$ cat src/rtl/timer_pkg.sv
// Shared types and defaults for the two-digit BCD countdown timer control stage.
package timer_pkg;

    typedef enum logic [2:0] {
        IDLE,
        LOAD,
        RUN,
        PAUSE,
        EXPIRED
    } timer_state_t;

    localparam int TICK_DIV_DEFAULT = 50_000_000;

    // The prescaler only advances while the countdown is actually running.
    function automatic logic prescaleRuns(input timer_state_t state);
        return (state == RUN);
    endfunction

    // Idle, load and expired restart the prescaler from zero; pause keeps its phase.
    function automatic logic prescaleClears(input timer_state_t state);
        return (state == IDLE) || (state == LOAD) || (state == EXPIRED);
    endfunction

endpackage

$ cat src/rtl/countdown_timer_ctrl_tick_generator.sv
// Prescaler turning clk into one-cycle count ticks every TICK_DIV cycles of run.
module tick_generator
    import timer_pkg::*;
#(
    parameter int TICK_DIV = TICK_DIV_DEFAULT
) (
    input  logic clk,
    input  logic resetN,
    input  logic run,
    input  logic clear,
    output logic tick
);

    localparam int              W    = $clog2(TICK_DIV);
    localparam logic [W-1:0]    LAST = W'(TICK_DIV - 1);

    logic [W-1:0] count_q;
    logic [W-1:0] count_d;
    logic         atLast;

    assign atLast = (count_q == LAST);

    always_comb begin
        count_d = count_q;
        if (clear) begin
            count_d = '0;
        end else if (run) begin
            if (atLast) begin
                count_d = '0;
            end else begin
                count_d = count_q + 1'b1;
            end
        end
    end

    always_ff @(posedge clk or negedge resetN) begin
        if (!resetN) begin
            count_q <= '0;
        end else begin
            count_q <= count_d;
        end
    end

    assign tick = run && atLast;

endmodule

$ cat src/rtl/countdown_timer_ctrl.sv
// Countdown timer control: FSM, digit enable decode and timeout pulse register.
// Build option TIMER_AUTORELOAD_EN makes EXPIRED reload automatically after one cycle.
module countdown_timer_ctrl
    import timer_pkg::*;
#(
    parameter int TICK_DIV = TICK_DIV_DEFAULT
) (
    input  logic clk,
    input  logic resetN,
    input  logic start,
    input  logic pause,
    input  logic tc_ones,
    input  logic tc_tens,
    output logic loadN,
    output logic ena,
    output logic ena_cnt_ones,
    output logic ena_cnt_tens,
    output logic running,
    output logic expired,
    output logic timeout
);

    timer_state_t state_q;
    timer_state_t state_d;
    logic         timeout_q;
    logic         timeout_d;
    logic         tick;
    logic         zero;

    assign zero = tc_ones && tc_tens;

    tick_generator #(
        .TICK_DIV (TICK_DIV)
    ) u_tick_generator (
        .clk    (clk),
        .resetN (resetN),
        .run    (prescaleRuns(state_q)),
        .clear  (prescaleClears(state_q)),
        .tick   (tick)
    );

    always_ff @(posedge clk or negedge resetN) begin
        if (!resetN) begin
            state_q   <= IDLE;
            timeout_q <= 1'b0;
        end else begin
            state_q   <= state_d;
            timeout_q <= timeout_d;
        end
    end

    // start outranks pause, and pause outranks expiry, in every state that honours them.
    always_comb begin
        state_d = state_q;
        unique case (state_q)
            IDLE: begin
                if (start) state_d = LOAD;
            end
            LOAD: begin
                state_d = RUN;
            end
            RUN: begin
                if (start) begin
                    state_d = LOAD;
                end else if (pause) begin
                    state_d = PAUSE;
                end else if (tick && zero) begin
                    state_d = EXPIRED;
                end
            end
            PAUSE: begin
                if (start) begin
                    state_d = LOAD;
                end else if (!pause) begin
                    state_d = RUN;
                end
            end
            EXPIRED: begin
`ifdef TIMER_AUTORELOAD_EN
                state_d = LOAD;
`else
                if (start) state_d = LOAD;
`endif
            end
            default: begin
                state_d = IDLE;
            end
        endcase
    end

    assign timeout_d = (state_q == RUN) && (state_d == EXPIRED);

    // Enables are withheld at 00 so the digit chain can never wrap to 99.
    always_comb begin
        loadN        = 1'b1;
        ena          = 1'b0;
        ena_cnt_ones = 1'b0;
        ena_cnt_tens = 1'b0;
        running      = 1'b0;
        expired      = 1'b0;
        unique case (state_q)
            LOAD: begin
                loadN = 1'b0;
            end
            RUN: begin
                ena          = 1'b1;
                running      = 1'b1;
                ena_cnt_ones = tick && !zero;
                ena_cnt_tens = tick && tc_ones && !zero;
            end
            EXPIRED: begin
                expired = 1'b1;
            end
            default: begin
            end
        endcase
    end

    assign timeout = timeout_q;

endmodule

$ cat config.mk
export PLATFORM = sky130hd
export DESIGN_NAME = countdown_timer_ctrl
export DESIGN_NICKNAME = d
export VERILOG_FILES = /design/src/rtl/timer_pkg.sv /design/src/rtl/countdown_timer_ctrl_tick_generator.sv /design/src/rtl/countdown_timer_ctrl.sv
export SDC_FILE = /design/constraint.sdc
export NUM_CORES = 1
export LEC_CHECK = 0
export BUFFER_PORTS_ARGS = -buffer_cell sky130_fd_sc_hd__buf_2
export CAP_MARGIN = 25
export CELL_PAD_IN_SITES_DETAIL_PLACEMENT = 1
export CELL_PAD_IN_SITES_GLOBAL_PLACEMENT = 1
export CORE_MARGIN = 4
export CORE_UTILIZATION = 47
export CTS_BUF_LIST = sky130_fd_sc_hd__clkbuf_8
export DETAILED_ROUTE_END_ITERATION = 7
export GPL_TIMING_DRIVEN = 0
export PLACE_DENSITY = 0.81
export SYNTH_ARGS = -nofsm -noshare
export SYNTH_HDL_FRONTEND = slang
export SYNTH_SLANG_ARGS = --single-unit
$ cat constraint.sdc
create_clock -name clk -period 2.1 [get_ports clk]
set_clock_uncertainty 0.05 [all_clocks]
set_input_delay 0.21 -clock clk [delete_from_list [all_inputs] [get_ports clk]]
set_output_delay 0.21 -clock clk [all_outputs]
set_load 0.02 [all_outputs]
==> results.sh <==
export IMPL_syn_area_sq_um=1768
export IMPL_r2r_start="u_tick_generator.count_q[16]"
export IMPL_wl_mm=7.566
export IMPL_diodes=0
export IMPL_via_per_inst=6.524
export IMPL_tritoncts="yes"
export IMPL_synth_edff_count=0
export IMPL_numClockSinks=30
export IMPL_initial_core_util_pct=48.29
export IMPL_area_growth_pct=36.73
export IMPL_leakage_nw=1.031
export IMPL_final_setup_viol_count=18
export IMPL_violations="negative setup slack"
export IMPL_die_y_microns=69.33
export IMPL_place_congestion=0.7937
export IMPL_hold_end="state_q[2]"
export IMPL_rows=22
export IMPL_reg2regPathDepth=6
export IMPL_min_path_type="in -> reg"
export IMPL_final_cell_mix="29 x buf_4, 21 x dfrtp_1, 17 x nor2_1, 17 x nand2_1, 12 x a31oi_1"
export IMPL_period_share_pct=112.0
export IMPL_cp_max_fo=5
export IMPL_clk_latency_ns=0.29
export IMPL_ys_ff_latch=30
export IMPL_wire_per_inst_microns=25.73
export IMPL_hp_start="start"
export IMPL_worst_setup_path_start_kind="register"
export IMPL_io_buffers=12
export IMPL_cp_arrival_ns=2.09
export IMPL_status="finished, violations left"
export IMPL_dieArea_sq_um=4807
export IMPL_postSynthCellCount=198
export IMPL_hold_depth=2
export IMPL_h_tree_depth=2
export IMPL_grt_pass1_wl_mm=9.570
export IMPL_hold_viol_final=0
export IMPL_core_area_sq_um=3661
export IMPL_globalRouteOverflowTotal=0
export IMPL_r2r_slack_ns=-0.14
export IMPL_grt_pass1_vias=1904
export IMPL_ys_async_sr_fraction_pct=100.0
export IMPL_final_common_cell="buf_4"
export IMPL_yosys_warnings=0
export IMPL_dr_pass1_iters=4
export IMPL_cts_buffer_depth=2
export IMPL_cts_buffers=5
export IMPL_vias=1918
export IMPL_drv_slew=0
export IMPL_yosys_most_used_dff="dfrtp_1"
export IMPL_setup_slack_ns=-0.2516
export IMPL_crit_type="reg -> out"
export IMPL_yosysSeqAreaShare_pct=42.46
export IMPL_reg2reg_to="u_tick_generator.count_q[17]"
export IMPL_clkTransAtPathRegs_ns=0.07
export IMPL_grtUsageTotal_pct=25.49
export IMPL_syn_avg_cell_area_sq_um=8.929
export IMPL_tightestPinTransition_ns=0.7072
export IMPL_final_layout_size_suffix_gt1_share_pct=36.18
export IMPL_max_freq_mhz=425.2
export IMPL_drtIter0Drc=237
export IMPL_synth_cell_type_count=48
export IMPL_pwr_density_cell_nw_per_um2=880.7
export IMPL_utilization_pct=66.03
export IMPL_end_kind="output pin"
export IMPL_io_pins=13
export IMPL_die_w_microns=69.33
export IMPL_setup_tns_final_ns=-1.513
export IMPL_num_nets_final=252
export IMPL_cts_root_buf="clkbuf_8"
export IMPL_grt_max_degree=31
export IMPL_syn_nets=205
export IMPL_antenna_found_initial=0
export IMPL_finalCriticalPeriod_ns=2.352
export IMPL_dpl_hpwl_mm=3.425
export IMPL_drc=0
export IMPL_power_total_mw=2.129
export IMPL_slew_headroom_pct=52.86
export IMPL_peakVddDrop_uv=616.9
export IMPL_crit_start="u_tick_generator.count_q[16]"
export IMPL_ant_nets=0
export IMPL_drv_cap=0
export IMPL_rsz0062_at_grt="yes"
export IMPL_worst_ep_required_time_ns=1.84
-- flip-flops by register name (all words and copies together) (netlist names) --
signal                    flops
u_tick_generator.count_q     26
timeout                       1
state_q                       3
-- repair_timing --
| action | 4_1_cts | 5_1_grt |
|---|---|---|
| gates resized for setup | 24 | 24 |
| pin swaps | 7 | 8 |
| hold buffers | 1 | 0 |
| endpoints found under the setup margin | 25 | 26 |
| setup buffers | 6 | 21 |
| endpoints found under the hold margin | 30 | 0 |
-- cell type report --
class | count | area, sq um
Fill cell | 404 | 1244
Multi-Input combinational cell | 155 | 1121
Timing Repair Buffer | 40 | 290.3
Clock buffer | 8 | 110.1
Inverter | 4 | 15.01
Buffer | 9 | 58.81
Tap cell | 48 | 60.06
Sequential cell | 30 | 762.0
-- Yosys cell counts (2+ instances only) --
master,count,area (sq um)
a211oi_1,2,15.01
nor3b_1,2,15.01
clkbuf_1,2,7.510
nand2_1,19,71.32
a21boi_0,3,22.52
a31oi_1,12,75.07
nor2_1,19,71.32
nor4_1,3,18.77
nand3_1,10,50.05
inv_1,4,15.01
nand2b_1,4,25.02
nor4_2,2,25.02
o21ai_0,6,30.03
a41oi_1,2,17.52
dfrtp_1,30,750.7
and3_1,5,31.28
buf_2,5,25.02
xnor2_1,3,26.28
nand4_1,9,56.30
and4_1,2,17.52
nor3_1,5,25.02
nor2b_1,3,18.77
a21oi_1,9,45.04
xor2_1,5,43.79
o31ai_1,2,15.01
nor4bb_1,2,20.02
a22o_1,2,17.52
or3_1,3,18.77
a21o_1,4,30.03
-- worst max-delay path, stage by stage, from the launching register on --
cell and delay (ns):
dfrtp_2 0.46, nor4bb_4 0.39, nand4_1 0.29, nor2_4 0.22, nand2_2 0.08, nor3b_2 0.19, buf_4 0.16
-- power by group --
part	total, mW	switching [mW]	internal, mW
logic	0.890	0.535	0.356
clock network	0.567	0.236	0.331
registers	0.671	0.0518	0.620
total	2.13	0.823	1.31
-- through the flow --
stage / hold WS, ns / instances / setup WS, ns / instance area (sq um)
floorplan: -0.1356 / 198 / 0.03812 / 1773
global placement: 0.2366 / 258 / -0.2282 / 1893
detailed placement: 0.2446 / 258 / -0.2948 / 1893
CTS: 0.07324 / 273 / -0.07111 / 2156
global route: 0.1140 / 294 / -0.3582 / 2417
finish: 0.09767 / 294 / -0.2516 / 2417
-- kinds of logic after synthesis --
| family | Yosys count | share of synthesized area, % |
|---|---|---|
| and+or+nand+nor | 97 | 30.79 |
| AOI/OAI and AO/OA | 48 | 18.05 |
| adders and majority gates | 2 | 1.344 |
| buffers and inverters | 13 | 3.397 |
| xor gates and xnor gates | 8 | 3.963 |
| DFF | 30 | 42.46 |
-- worst max path at each step --
stage                                               to  cells after the start  slack [ns]
after global placement    u_tick_generator.count_q[17]                      6       -0.23
after detailed placement  u_tick_generator.count_q[17]                      6       -0.29
after CTS                 u_tick_generator.count_q[17]                      7       -0.07
after global routing                      ena_cnt_tens                      6       -0.36
after floorplan           u_tick_generator.count_q[24]                      7        0.04
final                                     ena_cnt_tens                      6       -0.25
-- per-layer routing --
metal  track usage [%]  vias up  wire [microns]
met5                 0        -               0
met4             10.85        0             288
met3             5.797       26             502
met2             44.28       89            3717
met1             29.99      974            3057
li1                  -      829               -
(Power assumes the default switching activity.)
